<file path="config.mk">
export PLATFORM = sky130hd
export DESIGN_NAME = rtc_bus_wr
export DESIGN_NICKNAME = d
export VERILOG_FILES = /design/src/rtl/rtc_bus_wr.sv
export SDC_FILE = /design/constraint.sdc
export NUM_CORES = 1
export LEC_CHECK = 0
export ABC_CLOCK_PERIOD_IN_PS = 3700
export CORE_MARGIN = 5
export CORE_UTILIZATION = 58
export DETAILED_ROUTE_END_ITERATION = 6
export PLACE_DENSITY = 0.85
export SLEW_MARGIN = 15
export SYNTH_ARGS = -nofsm -noshare
export SYNTH_HDL_FRONTEND = slang
export SYNTH_SLANG_ARGS = --single-unit
</file>
<file path="constraint.sdc">
create_clock -name i_clk -period 3.7 [get_ports i_clk]
set_input_delay 0.37 -clock i_clk [delete_from_list [all_inputs] [get_ports i_clk]]
set_output_delay 0.37 -clock i_clk [all_outputs]
set_load 0.1 [all_outputs]
</file>
<file path="src/rtl/rtc_bus_wr.sv">
// Write transmitter for the RTC multiplexed address/data bus: captures an address and a
// binary value (saturated to two BCD digits), then runs an address phase and a data phase.
module rtc_bus_wr #(
  parameter int T_SETUP  = 2,
  parameter int T_STROBE = 4,
  parameter int T_HOLD   = 2
) (
  input  logic       i_clk,
  input  logic       i_rst_n,
  input  logic       i_start,
  input  logic [7:0] i_addr,
  input  logic [6:0] i_dat_in,
  output logic       o_busy,
  output logic       o_done,
  output logic       o_cs_n,
  output logic       o_rd_n,
  output logic       o_wr_n,
  output logic       o_ad_sel,
  output logic [7:0] o_ad_out,
  output logic       o_ad_oe
);

  typedef enum logic [2:0] {
    IDLE,
    A_SETUP,
    A_STROBE,
    A_HOLD,
    D_SETUP,
    D_STROBE,
    D_HOLD
  } state_t;

  // Counters load N-1 so that a state lasts exactly N cycles.
  localparam logic [3:0] C_SETUP  = 4'(T_SETUP - 1);
  localparam logic [3:0] C_STROBE = 4'(T_STROBE - 1);
  localparam logic [3:0] C_HOLD   = 4'(T_HOLD - 1);

  state_t     r_state;
  logic [3:0] r_cnt;
  logic [7:0] r_data;
  logic       r_busy;
  logic       r_done;
  logic       r_cs_n;
  logic       r_wr_n;
  logic       r_ad_sel;
  logic [7:0] r_ad_out;
  logic       r_ad_oe;

  logic [3:0] w_tens;
  logic [3:0] w_ones;
  logic [7:0] w_bcd;

  // Tens digit found by comparing against each multiple of ten.
  always_comb begin
    w_tens = 4'd0;
    w_ones = 4'(i_dat_in);
    for (int k = 1; k <= 9; k++) begin
      if (i_dat_in >= 7'(10 * k)) begin
        w_tens = 4'(k);
        w_ones = 4'(i_dat_in - 7'(10 * k));
      end
    end
    w_bcd = (i_dat_in > 7'd99) ? 8'h99 : {w_tens, w_ones};
  end

  always_ff @(posedge i_clk or negedge i_rst_n) begin
    if (!i_rst_n) begin
      r_state  <= IDLE;
      r_cnt    <= 4'd0;
      r_data   <= 8'h00;
      r_busy   <= 1'b0;
      r_done   <= 1'b0;
      r_cs_n   <= 1'b1;
      r_wr_n   <= 1'b1;
      r_ad_sel <= 1'b0;
      r_ad_out <= 8'h00;
      r_ad_oe  <= 1'b0;
    end else begin
      r_done <= 1'b0;
      if (r_state == IDLE) begin
        if (i_start) begin
          r_state  <= A_SETUP;
          r_cnt    <= C_SETUP;
          r_data   <= w_bcd;
          r_busy   <= 1'b1;
          r_cs_n   <= 1'b0;
          r_ad_oe  <= 1'b1;
          r_ad_sel <= 1'b0;
          r_ad_out <= i_addr;
        end
      end else if (r_cnt != 4'd0) begin
        r_cnt <= r_cnt - 4'd1;
      end else begin
        case (r_state)
          A_SETUP: begin
            r_state <= A_STROBE;
            r_cnt   <= C_STROBE;
            r_wr_n  <= 1'b0;
          end
          A_STROBE: begin
            r_state <= A_HOLD;
            r_cnt   <= C_HOLD;
            r_wr_n  <= 1'b1;
          end
          A_HOLD: begin
            r_state  <= D_SETUP;
            r_cnt    <= C_SETUP;
            r_ad_sel <= 1'b1;
            r_ad_out <= r_data;
          end
          D_SETUP: begin
            r_state <= D_STROBE;
            r_cnt   <= C_STROBE;
            r_wr_n  <= 1'b0;
          end
          D_STROBE: begin
            r_state <= D_HOLD;
            r_cnt   <= C_HOLD;
            r_wr_n  <= 1'b1;
          end
          default: begin
            r_state  <= IDLE;
            r_cnt    <= 4'd0;
            r_busy   <= 1'b0;
            r_done   <= 1'b1;
            r_cs_n   <= 1'b1;
            r_wr_n   <= 1'b1;
            r_ad_oe  <= 1'b0;
            r_ad_sel <= 1'b0;
            r_ad_out <= 8'h00;
          end
        endcase
      end
    end
  end

  assign o_busy   = r_busy;
  assign o_done   = r_done;
  assign o_cs_n   = r_cs_n;
  assign o_rd_n   = 1'b1;
  assign o_wr_n   = r_wr_n;
  assign o_ad_sel = r_ad_sel;
  assign o_ad_out = r_ad_out;
  assign o_ad_oe  = r_ad_oe;

endmodule

</file>
==> flow_results.org <==
** Pwr
- For this design the static power due to leakage is 0.963 nW.
- Power spread over the standard cell area amounts to 869 mW/mm2.
- Across the VDD grid, the largest voltage drop is 488 uV.

** Clock tree
- Post-CTS setup repair buffer count :: 0
- Gates resized, CTS repair :: 0
- CTS Root Buffer Type :: sky130_fd_sc_hd__clkbuf_4
- The later pin in the worst-skew pair is clocked with a latency of roughly 330 ps.
- Clock tree sinks :: 28
- Buffers inserted during clock tree synthesis total 3.
- In this run the number of H-tree levels came out at 1.
- After clock tree synthesis, the flow added hold-fix buffers numbering 0.
- CTS clock-pin slew for the worst setup and hold paths :: ~150 ps
- Counting along the longest clock path gives a buffer depth of 2.
- Clock tree from TritonCTS :: yes

** Worst setup path
- Sort of element at the start of the critical path :: register
- Setup slack of the most critical reg-to-reg path :: 1290 ps
- In this run the worst path has a maximum fanout of 17.
- The critical path in this run is classified as reg -> reg.
- The worst setup path is captured at a register.
- Required time at the endpoint of the critical path :: 3940 ps
- Data arrives at the worst endpoint at 2650 ps.

** Timing
- Headroom to the max-slew limit :: 34.7%
- Measured slew at the worst slew-check pin :: 977 ps
- Static timing analysis puts the maximum clock frequency at slightly above 400 MHz.
- Setup skew after layout :: approximately 4.5 ps
- Setup violations remaining at the end of the flow were counted as 0.
- After layout, the minimum clock period comes to around 2400 ps.
- The total count of hold-check failures in the final report is 0.
- Count of pins over their slew limit :: 0
- Dividing the final minimum period by the clock period gives 65.1%.
- Setup Total Neg Slack :: 0 ps
- Setup repair after global routing left no endpoint under its margin.

** Detailed routing
- For this run, design rule violations remaining after detail routing come to 0.
- The first detailed-routing pass took 4 iterations.
- Once detail routing completed, the nets flagged for antenna violations numbered 0.
- First-iteration detailed-routing DRC count :: 146
- Using the TritonRoute via totals, the vias-per-cell ratio works out to 6.15.
- Post-DR wirelength/cell :: ~15 um
- The final route contains 1,931 vias.
- Summed over all layers, the routed wires come to 4740 um.

** Hold path
- Worst hold path type :: in -> async

** Die
- Die footprint :: 0.00490 mm2
- 33 I/O pins were placed.
- The total area inside the core boundary comes to about 0.0034 mm2.
- Number of rows created at floorplan :: 21
- The die is 70.0 um tall.
- The floorplan step set the die width to 70.0 um.
- The initial utilization of the core area, before any placement, comes to 61.1%.

** Global route
- The first global-routing pass estimated 8000 um of wire.
- Global-route congestion overflow total :: 0
- Initial antenna violation count :: 0
- Entering global routing, the biggest net connects 22 pins.
- Routing usage on met1 :: around 28%
- GRT met3 Usage :: 2.87%
- All-Layer GR Usage :: approximately a fifth
- The number of global-route vias before repair was 1,694.
- Layer with the highest usage :: met2
- For this run, global-route usage on met2 was measured as 30.0%.

** Run status
- Status :: finished, final reports clean

** Synthesis
- Of all flip-flops after synthesis, the portion carrying an async set or reset was 100%.
- Post-synthesis cell type count :: 59
- Yosys warns :: 0
- Summed over its instances, the top area cell type makes up 31.2% of the synthesized netlist area.
- By instance count, the leading cell after synthesis is sky130_fd_sc_hd__nor2_1.
- Leading cell types by total area after synthesis :: sky130_fd_sc_hd__dfrtp_1 (31%), sky130_fd_sc_hd__ha_1 (6.0%), sky130_fd_sc_hd__nor2_1 (5.4%)
- Post-synth EDFFs :: 0
- For this run, the register share of the synthesized area comes to about 34%.
- A synthesized cell averages 8.38 um2.
- Counting every instance in the synthesized netlist gives 249.
- The synthesized design contains 28 register bits.
- Summing every instance area after synthesis gives 0.00209 mm2.
- Ys flop type :: sky130_fd_sc_hd__dfrtp_1
- The number of nets in the synthesized netlist is 277.
- Most numerous cell types in the synthesized netlist :: sky130_fd_sc_hd__nor2_1 (30), sky130_fd_sc_hd__dfrtp_1 (26), sky130_fd_sc_hd__o21ai_0 (20)
- Library cell occupying the most area in the post-synthesis netlist :: sky130_fd_sc_hd__dfrtp_1

** Final layout
- Post-route core utilization :: 71.3%
- Final layout net count :: 297
- The multi-input combinational cells in the finished layout cover a total of 0.00123 mm2.
- The filler cells instantiated in the layout total 264.
- The area growth from synthesis to layout is 16.7%.
- Layout cells sized above 1 :: 8.21%
- The number of antenna diodes in the final layout is 0.
- Across the whole layout, storage elements account for 703 um2.
- Post-Layout Inst Area :: around 0.0024 mm2

** Run
- Max-cap violations in this run came to 0.

** Placement
- Cell area reported after detailed placement :: 0.00238 mm2
- Final estimated routing congestion in global placement :: 0.926
- I/O Buffers :: 31
- Detailed Place HPWL :: 3450 um
## layer usage
metal	share of wire [%]	routed length, um
met2	47	2220
met4	1.5	69
met5	0	0
met1	44	2100
met3	7.5	355
## path summary, 6_finish.rpt
kind                            cells past startpoint     endpoint      start
worst min register to register                      2    r_data[5]  r_data[5]
worst max-delay path                                5     o_ad_sel   r_cnt[0]
worst max register to register                      5     o_ad_sel   r_cnt[0]
min in group i_clk                                  2    r_data[5]  r_data[5]
worst min-delay path                                1     r_cnt[0]    i_rst_n
max in group asynchronous                           2  o_ad_out[3]    i_rst_n
## registers in the layout (all words and copies together), names as in the netlist
name      flops
r_data        8
o_ad_oe       1
r_cnt         4
o_ad_sel      1
o_wr_n        1
o_done        1
o_cs_n        1
o_ad_out      8
r_state       3
## final cells by class
cell class                      instances  area share (%)
Timing Repair Buffer                   37            14.6
Tap cell                               46            2.36
Clock buffer                            3           0.924
Multi-Input combinational cell        190            50.6
Sequential cell                        28            28.9
Clock inverter                          1            1.23
Inverter                                9            1.39
## report_power, final
| group | internal [mW] | leakage [nW] | switching [mW] |
|---|---|---|---|
| clock network | 0.110 | 0.0279 | 0.0896 |
| logic | 0.399 | 0.604 | 0.928 |
| registers | 0.462 | 0.331 | 0.129 |
## kinds of logic (layout without fill, tap and decap cells)
kind of cell             Yosys count  count (layout)  share of synthesized area (%)
AO/OA/AOI/OAI                     94              94                           31.4
adder cells (fa/ha/maj)           10              10                           6.00
buffers and inverters             31              50                           7.19
flip-flops                        28              28                           33.7
multiplexers                       3               3                           1.62
other                              1               1                          0.180
AND/OR/NAND/NOR                   82              82                           19.9
## through the flow
stage | power (mW) | cells | setup slack, ps | hold slack [ps]
2_1_floorplan | 1.65 | 249 | 1510 | 74.4
3_3_place_gp | 1.89 | 310 | 1040 | 471
3_5_place_dp | 1.92 | 310 | 1020 | 469
4_1_cts | 2.12 | 314 | 1290 | 307
5_1_grt | 2.25 | 314 | 1110 | 340
6_report | 2.12 | 314 | 1290 | 304
## cell usage in the layout (no fill, tap or decap), types with 3 or more instances in the layout
cell / n
sky130_fd_sc_hd__a21oi_1: 19
sky130_fd_sc_hd__a22oi_1: 9
sky130_fd_sc_hd__a31o_1: 3
sky130_fd_sc_hd__a31oi_1: 6
sky130_fd_sc_hd__buf_4: 6
sky130_fd_sc_hd__clkbuf_4: 3
sky130_fd_sc_hd__clkdlybuf4s50_1: 31
sky130_fd_sc_hd__dfrtp_1: 26
sky130_fd_sc_hd__ha_1: 10
sky130_fd_sc_hd__inv_1: 9
sky130_fd_sc_hd__mux2_2: 3
sky130_fd_sc_hd__nand2_1: 12
sky130_fd_sc_hd__nand2b_1: 4
sky130_fd_sc_hd__nand3_1: 4
sky130_fd_sc_hd__nor2_1: 30
sky130_fd_sc_hd__nor2b_1: 4
sky130_fd_sc_hd__nor3_1: 8
sky130_fd_sc_hd__o211ai_1: 3
sky130_fd_sc_hd__o21ai_0: 20
sky130_fd_sc_hd__o21bai_1: 4
sky130_fd_sc_hd__o31ai_1: 4
sky130_fd_sc_hd__or3_1: 3
## worst max-delay path, stage by stage (launching register included)
cell,delay (ps)
sky130_fd_sc_hd__dfrtp_1,440
sky130_fd_sc_hd__inv_1,90
sky130_fd_sc_hd__ha_1,160
sky130_fd_sc_hd__or3b_1,570
sky130_fd_sc_hd__o31ai_4,660
sky130_fd_sc_hd__mux2_2,400
No activity file was read; power rests on OpenSTA's default activity.
